$ cat src/rtl/eval_result_tx.sv
// Return path to the Raspberry Pi: captures one batch of signed board scores, frames them
// as HEADER, 4*NUM_BOARDS score bytes (MSB first) and an XOR checksum, and sends each byte
// over a 4-phase valid/ack handshake.
module eval_result_tx #(
    parameter int         NUM_BOARDS = 7,
    parameter int         EVAL_WIDTH = 32,
    parameter logic [7:0] HEADER     = 8'hA5
) (
    input  logic                             clk,
    input  logic                             reset,
    input  logic                             enable,
    input  logic                             batch_start,
    input  logic [NUM_BOARDS-1:0]            evaluation_stable,
    input  logic [NUM_BOARDS*EVAL_WIDTH-1:0] evaluations,
    input  logic                             rpi_ack,
    output logic [7:0]                       tx_data,
    output logic                             tx_valid,
    output logic                             tx_busy,
    output logic                             frame_done
);

    localparam int                NBYTES = 4 * NUM_BOARDS + 2;
    localparam int                CNT_W  = $clog2(NBYTES);
    localparam logic [CNT_W-1:0]  LAST_K = CNT_W'(NBYTES - 1);

    typedef enum logic [1:0] {COLLECT, LOAD, STROBE, WAIT_LO} state_t;

    state_t                        state_q;
    logic                          ack_meta_q, ack_s_q;
    logic [NUM_BOARDS-1:0]         flag_q;
    logic signed [EVAL_WIDTH-1:0]  score_q [NUM_BOARDS];
    logic [CNT_W-1:0]              k_q;
    logic [7:0]                    csum_q;
    logic [7:0]                    tx_data_q;
    logic                          tx_valid_q, tx_busy_q, frame_done_q;
    logic [7:0]                    byte_d;

    // rpi_ack comes straight off a GPIO pin, so only the synchronised copy is ever used.
    always_ff @(posedge clk or negedge reset) begin
        if (!reset) begin
            ack_meta_q <= 1'b0;
            ack_s_q    <= 1'b0;
        end else begin
            ack_meta_q <= rpi_ack;
            ack_s_q    <= ack_meta_q;
        end
    end

    // Byte k_q+1 of the frame: score byte index k_q, or the checksum once k_q runs past the scores.
    always_comb begin
        byte_d = csum_q;
        for (int b = 0; b < NUM_BOARDS; b++) begin
            if (int'(k_q >> 2) == b) begin
                byte_d = score_q[b][{~k_q[1:0], 3'b000} +: 8];
            end
        end
    end

    always_ff @(posedge clk or negedge reset) begin
        if (!reset) begin
            state_q      <= COLLECT;
            flag_q       <= '0;
            k_q          <= '0;
            csum_q       <= '0;
            tx_data_q    <= '0;
            tx_valid_q   <= 1'b0;
            tx_busy_q    <= 1'b0;
            frame_done_q <= 1'b0;
            for (int i = 0; i < NUM_BOARDS; i++) begin
                score_q[i] <= '0;
            end
        end else begin
            frame_done_q <= 1'b0;
            case (state_q)
                COLLECT: begin
                    // tx_busy still high here means this is the frame_done cycle: inputs ignored.
                    if (tx_busy_q) begin
                        tx_busy_q <= 1'b0;
                    end else if (batch_start) begin
                        flag_q <= '0;
                    end else begin
                        for (int i = 0; i < NUM_BOARDS; i++) begin
                            if (evaluation_stable[i] && !flag_q[i]) begin
                                score_q[i] <= $signed(evaluations[EVAL_WIDTH*i +: EVAL_WIDTH]);
                                flag_q[i]  <= 1'b1;
                            end
                        end
                        if (&flag_q && enable) begin
                            state_q   <= LOAD;
                            tx_data_q <= HEADER;
                            tx_busy_q <= 1'b1;
                            k_q       <= '0;
                            csum_q    <= '0;
                        end
                    end
                end
                LOAD: begin
                    if (!ack_s_q) begin
                        tx_valid_q <= 1'b1;
                        state_q    <= STROBE;
                        if (k_q != LAST_K) begin
                            csum_q <= csum_q ^ tx_data_q;
                        end
                    end
                end
                STROBE: begin
                    if (ack_s_q) begin
                        tx_valid_q <= 1'b0;
                        state_q    <= WAIT_LO;
                    end
                end
                WAIT_LO: begin
                    if (!ack_s_q) begin
                        if (k_q == LAST_K) begin
                            frame_done_q <= 1'b1;
                            flag_q       <= '0;
                            k_q          <= '0;
                            csum_q       <= '0;
                            tx_data_q    <= '0;
                            state_q      <= COLLECT;
                        end else begin
                            k_q       <= k_q + 1'b1;
                            tx_data_q <= byte_d;
                            state_q   <= LOAD;
                        end
                    end
                end
                default: state_q <= COLLECT;
            endcase
        end
    end

    assign tx_data    = tx_data_q;
    assign tx_valid   = tx_valid_q;
    assign tx_busy    = tx_busy_q;
    assign frame_done = frame_done_q;

endmodule
$ cat config.mk
export PLATFORM = sky130hd
export DESIGN_NAME = eval_result_tx
export DESIGN_NICKNAME = d
export VERILOG_FILES = /design/src/rtl/eval_result_tx.sv
export SDC_FILE = /design/constraint.sdc
export NUM_CORES = 1
export LEC_CHECK = 0
export CAP_MARGIN = 10
export CORE_ASPECT_RATIO = 2
export CORE_MARGIN = 2
export CORE_UTILIZATION = 52
export CTS_CLUSTER_DIAMETER = 50
export DETAILED_ROUTE_END_ITERATION = 8
export GPL_ROUTABILITY_DRIVEN = 0
export HOLD_SLACK_MARGIN = 0.03
export PLACE_DENSITY = 0.82
export SLEW_MARGIN = 20
export SYNTH_ARGS = -nofsm -noshare
export SYNTH_HDL_FRONTEND = slang
export SYNTH_SLANG_ARGS = --single-unit
$ cat constraint.sdc
create_clock -name clk -period 3 [get_ports clk]
set_clock_uncertainty 0.2 [all_clocks]
set_input_delay 0.6 -clock clk [delete_from_list [all_inputs] [get_ports clk]]
set_output_delay 0.6 -clock clk [all_outputs]
set_load 0.01 [all_outputs]
Word-level counts from Yosys, hierarchy flattened:

Cells that the tools add are included.

* register bits: 259
* bits of input ports: 236
* word-level logic and storage cells: 156

* $add $sub $neg: 1
* equal/unequal tests: 26
* shift operators: 7
* mux-type cells: 56
* bitwise logic cells: 4
* reductions and logical operators: 39

Operators with widths (count)
* 32-bit by 6-bit indexed part select with 8-bit output: 7
* 8-bit two-way mux: 19
* 5-bit AND reduction: 8
* 32-bit logical NOT: 1
* 7-bit two-way mux: 4
* 4-bit AND reduction: 7
* 5-bit two-way mux: 5
* 8-bit case mux with 3 select lines: 1
* 3-bit != test (second input constant): 7
* 1-bit two-way mux: 16
* 2-bit != test (second input constant): 8
* 8-bit case mux with 2 select lines: 1
* 7-bit case mux with 2 select lines: 1
* 3-bit equality test (second input constant): 4
* 2-bit two-way mux: 6
* 5-bit case mux with 2 select lines: 1
* 1-bit logical AND: 8
* 2-bit case mux with 4 select lines: 1
* 8-bit AND reduction: 1
* 8-bit bitwise XOR: 1
* 1-bit logical NOT: 7
* 7-bit AND reduction: 1
* 3-bit by 2-bit equality test with 1-bit output (second input constant): 2
* 6-bit AND reduction: 1
* other kinds (12): 15

Logic depth before layout (Yosys ltp):

Gate-level depths: netlist of the first run.

* word-level depth: 12
* depth in mapped cells: 10
* depth with buffers taken out: 7

Worst setup path after synthesis of the first run:

No wires, ideal clock.

* path kind: reg2reg
* start point: register state_q[0]
* end point: register score_q[118] (netlist bit)
* library setup time: 0.128 ns
* arrival: 1.849 ns
* setup slack: 0.823 ns
* cell stages (with the launch flop): 8
* buffers on the path: 2
* clock period less this slack: 2.177 ns
* path through: dfrtp_1 -> inv_1 -> ha_1 -> nor3b_1 -> buf_2 -> nand3b_2 -> buf_2 -> mux2_1

* cells in the longest elaborated chain, start to end: 2

RTL lines
* from (decl): line 28 `state_t state_q;`
* from (signal assigned): line 61 `state_q <= COLLECT;`
* from (signal assigned): line 89 `state_q <= LOAD;`
* from (signal assigned): line 100 `state_q <= STROBE;`
* 2-bit logical NOT: line 74 `case (state_q)`
* 4-bit AND reduction (no line)
* to (signal, indexed assignment): line 84 `score_q[i] <= $signed(evaluations[EVAL_WIDTH*i +: EVAL_WIDTH]);`
* to (decl): line 31 `logic signed [EVAL_WIDTH-1:0] score_q [NUM_BOARDS];`

No other way between the ends.
A chain may end at the register's enable or synchronous reset.

Final worst setup path of the first run:

* start point: register k_q[0]
* end point: register tx_data_q[1] (netlist: tx_data[1])

* cells in the longest elaborated chain, start to end: 12

RTL lines
* from (decl): line 32 `logic [CNT_W-1:0] k_q;`
* from (signal assigned): line 122 `k_q <= k_q + 1'b1;`
* 2-bit NOT: line 54 `byte_d = score_q[b][{~k_q[1:0], 3'b000} +: 8];`
* 32-bit by 6-bit indexed part select with 8-bit output: line 54
* 8-bit two-way mux (7 in a row): line 53 `if (int'(k_q >> 2) == b) begin`
* 8-bit two-way mux (*): line 114 `if (k_q == LAST_K) begin`
* 8-bit two-way mux (*): line 113 `if (!ack_s_q) begin`
* 8-bit case mux with 2 select lines (*): line 74
* to (signal assigned): line 123 `tx_data_q <= byte_d;`
* to (decl): line 34 `logic [7:0] tx_data_q;`

Mark *: on every way between the ends. The rest lies on a longest branch, timed or not. The select of a mux whose other input is x is not followed.

==> results of run 1 <==
-- registers in the layout, summed over array words and instances (netlist names) --
signal	cells
ack_s_q	1
ack_meta_q	1
frame_done	1
tx_busy	1
flag_q	7
tx_valid	1
score_q	224
csum_q	8
tx_data	8
k_q	5
state_q	2
-- final cells by class --
type,count,area [µm²],area share (%)
repair buffers,274,2730,17.5
flip-flops and latches,259,6490,41.5
diodes,6,15.0,0.0960
clock inverters,7,87.6,0.560
inverters,8,30.0,0.192
clock buffers,33,673,4.31
multi-input cells,542,5260,33.7
well taps,280,350,2.24
-- per-stage QoR --
| step | setup WS, ns | total power, µW | instances | utilization (%) | area [µm²] |
|---|---|---|---|---|---|
| final | 0.419 | 14500 | 1409 | 68.8 | 15600 |
| after global routing | 0.213 | 15300 | 1409 | 68.8 | 15600 |
| after CTS | 0.404 | 14600 | 1403 | 68.7 | 15600 |
| after detailed placement | 0.259 | 11600 | 1362 | 65.3 | 14800 |
| after global placement | 0.335 | 11300 | 1362 | 65.3 | 14800 |
| after floorplan | 0.823 | 9610 | 859 | - | 12100 |
-- path summary, 6_finish.rpt --
check / startpoint / endpoint / slack, ns / cells past startpoint
hold reg to reg: ack_meta_q$_DFF_PN0_ / ack_s_q$_DFF_PN0_ / 0.15 / 0
setup / recovery: k_q[0]$_DFFE_PN0P_ / tx_data[1]$_DFFE_PN0P_ / 0.42 / 6
min in group asynchronous: reset / score_q[7]$_DFFE_PN0P_ / 0.45 / 2
max in group asynchronous: reset / score_q[35]$_DFFE_PN0P_ / 1.39 / 3
hold / removal: ack_meta_q$_DFF_PN0_ / ack_s_q$_DFF_PN0_ / 0.15 / 0
setup reg to reg: k_q[0]$_DFFE_PN0P_ / tx_data[1]$_DFFE_PN0P_ / 0.42 / 6
-- per-layer routing --
metal	routed length, µm	track usage (%)
met1	10500	26.6
met2	18300	50.5
met3	1630	3.92
met4	1870	14.6
met5	0	0
-- synthesized netlist by cell type, drive strengths merged, types with 2 or more instances --
cell type | instances | area, µm²
nor2 | 27 | 101
a21oi | 14 | 70.1
o2bb2ai | 3 | 26.3
a31oi | 2 | 12.5
a2111oi | 3 | 26.3
nand3b | 10 | 101
o21ai | 31 | 155
o21a | 5 | 37.5
o211ai | 5 | 42.5
nor2b | 12 | 75.1
nand2b | 2 | 12.5
a211oi | 2 | 20.0
inv | 8 | 30.0
ha | 8 | 100
clkbuf | 7 | 26.3
a22o | 3 | 26.3
nand2 | 24 | 92.6
mux2i | 40 | 400
buf | 43 | 265
nor3 | 5 | 30.0
nor3b | 2 | 15.0
dfrtp | 259 | 6480
a22oi | 11 | 82.6
or3b | 2 | 17.5
mux4 | 29 | 653
o22a | 8 | 70.1
a221oi | 4 | 35.0
nand4 | 3 | 18.8
mux2 | 236 | 2660
or4 | 2 | 15.0
o22ai | 16 | 100
or4b | 2 | 23.8
nand3 | 9 | 45.0
nor4 | 3 | 18.8
a2bb2oi | 2 | 17.5
nor4b | 2 | 23.8
o31ai | 5 | 37.5
-- power by group --
part	switching, µW	internal, µW	total (µW)
logic	2280	2980	5270
clock network	1290	1730	3020
registers	1060	5170	6240
-- worst register-to-register path, cell delays in order, from the launching register on --
cell	delay, ns
dfrtp_4	0.78
buf_4	0.33
mux2i_1	0.32
o211ai_1	0.12
nor4_1	0.37
o21ai_1	0.14
a22o_1	0.21
-- cell families (layout without fill, tap and decap cells) --
family / Yosys count / count (layout) / share of synthesized area, %
compound gates: 119 / 119 / 6.82
fa+ha+maj: 8 / 8 / 0.830
buf+inv: 58 / 322 / 2.67
other cells: 0 / 6 / 0
simple gates: 110 / 110 / 5.20
mux: 305 / 305 / 30.8
flops: 259 / 259 / 53.7
==> summary.md, run 1 <==
| Metric | Value |
|---|---|
| Post-DP HPWL | 24.5 mm |
| Most frequent cells in the layout | dfrtp_1 (257), clkdlybuf4s50_1 (245), mux2_2 (218) |
| DRT Wirelength | 32.3 mm |
| Clock Latency Late Sink | 0.52 ns |
| Post-Syn Instances | 859 |
| Via/cell ratio | 5.87 |
| Largest net degree at the start of global routing | 78 |
| Final min period | 2.58 ns |
| Number of flops mapped to enable cells by yosys | 0 |
| Max_slew headroom | 47.2% |
| Initial Util | 53.1% |
| Detail Route Antenna Nets | 0 |
| Cell Area, Synth | 12100 µm² |
| Setup CP Type | register to register |
| Power Density | 929 nW/µm² |
| Critical-path maximum fanout | 28 |
| Syn avg cell area | 14.0 µm² |
| DR iter-0 viols | 365 |
| Fraction of layout cells with a size suffix above 1 | 29.3% |
| Number of port buffers | 246 |
| Most common cell after layout, fill and taps aside | dfrtp_1 |
| Leakage power | 0.00652 µW |
| Worst VDD drop | 0.618 mV |
| Final #Nets | 1352 |
| Ys async rst share | 100% |
| TritonCTS clock tree | done |
| Crit. End Element | register |
| Clk Tree Root Cell | clkbuf_16 |
| Initial antenna violation count | 6 |
| DR pass1 iterations | 5 |
| RSZ-0062 raised after global routing | false |
| Die Y-Extent | 219 µm |
| CP peak stage delay | 0.78 ns |
| Area grow syn2layout | 29.6% |
| Bufs on Longest Clock Path | 3 |
| CTS sink cnt | 259 |
| Post-CTS sizing | 0 |
| HP Class | register to register |
| Vias in the first global route | 9072 |
| Fmax | 0.387 GHz |
| CP arrival | 2.79 ns |
| Seq/Total Area, Yosys | 53.7% |
| Clock-pin slew on the worst setup and hold paths | 0.07 ns |
| Avg WL per Cell | 22.9 µm |
| Final hold slack | 0.147 ns |
| Total global-route track usage | 26.3% |
| Io pins | 247 |
| Syn. warnings | 0 |
| # DRC | 0 |
| Hold Buf Count CTS | 1 |
| Critical path, cell by cell | buf_4 -> mux2i_1 -> o211ai_1 -> nor4_1 -> o21ai_1 -> a22o_1 |
| Hold Vio Cnt, Final | 0 |
| Status | completed |
| Startpoint Class | register |
| Slew at the pin with the worst max-slew slack | 0.790 ns |
| Synthesized net count | 1103 |
| Crit path max-delay cell type | dfrtp_4 |
| Width of the chip | 112 µm |
| H-tree depth | 1 |
| Setup-failing EPs final | 0 |
| Global-route wire length before repair | 49.5 mm |
| Delay-heaviest family, CP | flip-flops |
| Max-slew violations | 0 |
| TNS Setup | 0 ns |
| Req. time, crit path | 3.21 ns |
| Synth cell types | 58 |
| Crit path buf inv count | 1 |
| Fin crit share | 86.0% |
| Setup Fix Bufs, Post-CTS | 0 |
| Core area | 22700 µm² |
| Filler Cell Count | 1639 |
| # rows | 78 |
| Die area | 24500 µm² |
| Maxcap violations | 0 |
| Num CTS Buffers | 23 |
| Seq cells post-synth | 259 |
| Via count | 8268 |
| Overflow after GRT | 0 |
| Ys flop type | dfrtp_1 |
(Power assumes the default switching activity.)
==> run 2, diff against run 1 <==
- PLACE_DENSITY: 0.82 -> 0.9
==> run 2 against run 1 <==
Global-route usage barely moved. Power grew 1.6%. Setup slack better by 0.0077 ns. Clock power up 7.0%. Cell count barely moved. Critical path type unchanged.
==> summary.md, run 2 (same netlist as run 1, synthesis figures left out) <==
| Metric | Value |
|---|---|
| RSZ-0062 raised after global routing | false |
| Fraction of layout cells with a size suffix above 1 | 29.4% |
| Critical-path maximum fanout | 29 |
| Critical path, cell by cell | buf_4 -> nor2b_1 -> a2111oi_0 -> o21ai_0 -> nand3_1 -> a21oi_1 |
| DR pass1 iterations | 5 |
| H-tree depth | 1 |
| Clock-pin slew on the worst setup and hold paths | 0.06 ns |
| Worst Slack Setup Final | 0.426 ns |
| Slew at the pin with the worst max-slew slack | 0.882 ns |
| DP Worst Slack | 0.246 ns |
| Avg WL per Cell | 22.7 µm |
| Initial antenna violation count | 3 |
| Power Density | 936 nW/µm² |
| Initial Util | 53.1% |
| Die area | 24500 µm² |
| Dpl cell area | 14900 µm² |
| Via count | 8297 |
| CP peak stage delay | 0.76 ns |
| Setup CP Type | register to register |
| Fin crit share | 85.8% |
| Final min period | 2.57 ns |
| Num CTS Buffers | 24 |
| Startpoint Class | register |
| CTS sink cnt | 259 |
| Vias in the first global route | 9101 |
| Largest net degree at the start of global routing | 76 |
| Max_slew headroom | 39.7% |
| TNS Setup | 0 ns |
| # DRC | 0 |
| Hold Buf Count CTS | 1 |
| Final core area utilization | 69.3% |
| Filler Cell Count | 1551 |
| Io pins | 247 |
| Number of port buffers | 246 |
| Clock Latency Late Sink | 0.53 ns |
| DR iter-0 viols | 529 |
| Final #Nets | 1351 |
| Width of the chip | 112 µm |
| Req. time, crit path | 3.20 ns |
| # rows | 78 |
| Max FFs per register | 224 |
| HP Class | register to register |
| Bufs on Longest Clock Path | 3 |
| Post-DP HPWL | 24.3 mm |
| Crit path max-delay cell type | dfrtp_4 |
| Status | completed |
| Post-CTS sizing | 0 |
| Post-route cell area | 15800 µm² |
| TritonCTS clock tree | done |
| Core area | 22700 µm² |
| Most common cell after layout, fill and taps aside | dfrtp_1 |
| Area grow syn2layout | 30.6% |
| Hold Vio Cnt, Final | 0 |
| DRT Wirelength | 31.9 mm |
| Final Non-Filler Cells | 1408 |
| Detail Route Antenna Nets | 0 |
| Maxcap violations | 0 |
| Setup-failing EPs final | 0 |
| Placed cells | 1360 |
| Overflow after GRT | 0 |
| Worst VDD drop | 0.656 mV |
| Most frequent cells in the layout | dfrtp_1 (257), clkdlybuf4s50_1 (245), mux2_2 (218) |
| Via/cell ratio | 5.89 |
| Clk Tree Root Cell | clkbuf_16 |
| Crit. End Element | register |
| Die Y-Extent | 219 µm |
| Setup Fix Bufs, Post-CTS | 0 |
| Global-route wire length before repair | 49.6 mm |
| Largest Register | score_q |
| CP arrival | 2.78 ns |
| Max-slew violations | 0 |
| Leakage power | 0.00657 µW |
| Fmax | 0.389 GHz |
| Total global-route track usage | 26.2% |
run 2: cell count changes in the layout (fill, tap and decap cells not counted):
| cell | delta |
|---|---|
| buf_12 | +6 |
| buf_4 | -8 |
| bufinv_16 | +1 |
| clkbuf_16 | +2 |
| clkbuf_8 | -2 |
| clkinv_2 | +1 |
| clkinv_4 | +1 |
| clkinvlp_4 | +1 |
| diode_2 | -3 |
run 2: per-layer routing:
metal / global-route usage (%) / vias to the layer above / routed length, µm
li1: - / 3697 / -
met1: 28.0 / 4198 / 10800
met2: 48.4 / 303 / 17500
met3: 4.03 / 99 / 1570
met4: 15.6 / 0 / 2040
met5: 0 / - / 0
run 2: metrics by stage:
| stage | hold WS [ns] | power (µW) |
|---|---|---|
| floorplan | 0.104 | 9610 |
| global placement | 0.133 | 11200 |
| detailed placement | 0.144 | 11600 |
| CTS | 0.158 | 14800 |
| global route | 0.166 | 15500 |
| finish | 0.155 | 14700 |
run 2: cell type report:
| type | instances | area [µm²] | area share [%] |
|---|---|---|---|
| Sequential cell | 259 | 6490 | 41.2 |
| Tap cell | 280 | 350 | 2.22 |
| Antenna cell | 3 | 7.51 | 0.0476 |
| Clock inverter | 11 | 139 | 0.881 |
| Multi-Input combinational cell | 542 | 5260 | 33.4 |
| Timing Repair Buffer | 272 | 2790 | 17.7 |
| Clock buffer | 33 | 696 | 4.41 |
| Inverter | 8 | 30.0 | 0.191 |
run 2: power breakdown:
part	internal, µW	switching [µW]	leakage [µW]
logic	3010	2300	0.00300
registers	5170	1040	0.00316
clock network	1890	1340	0.000408
total	10100	4680	0.00657
run 2: path summary, 6_finish.rpt:
| check | start | to | slack, ns | depth (start not counted) |
|---|---|---|---|---|
| max | k_q[0]$_DFFE_PN0P_ | tx_data[2]$_DFFE_PN0P_ | 0.43 | 6 |
| min in group asynchronous | reset | score_q[104]$_DFFE_PN0P_ | 0.45 | 2 |
| min | ack_meta_q$_DFF_PN0_ | ack_s_q$_DFF_PN0_ | 0.16 | 0 |
| min reg2reg | ack_meta_q$_DFF_PN0_ | ack_s_q$_DFF_PN0_ | 0.16 | 0 |
| max reg2reg | k_q[0]$_DFFE_PN0P_ | tx_data[2]$_DFFE_PN0P_ | 0.43 | 6 |
| max in group asynchronous | reset | score_q[218]$_DFFE_PN0P_ | 1.36 | 3 |
run 2: worst max-delay path: cells and delay by family (launching register included):
kind	cells	cell delay, ns
flip-flops	1	0.76
AO/OA/AOI/OAI	3	0.99
buffers and inverters	1	0.30
AND/OR/NAND/NOR	2	0.18
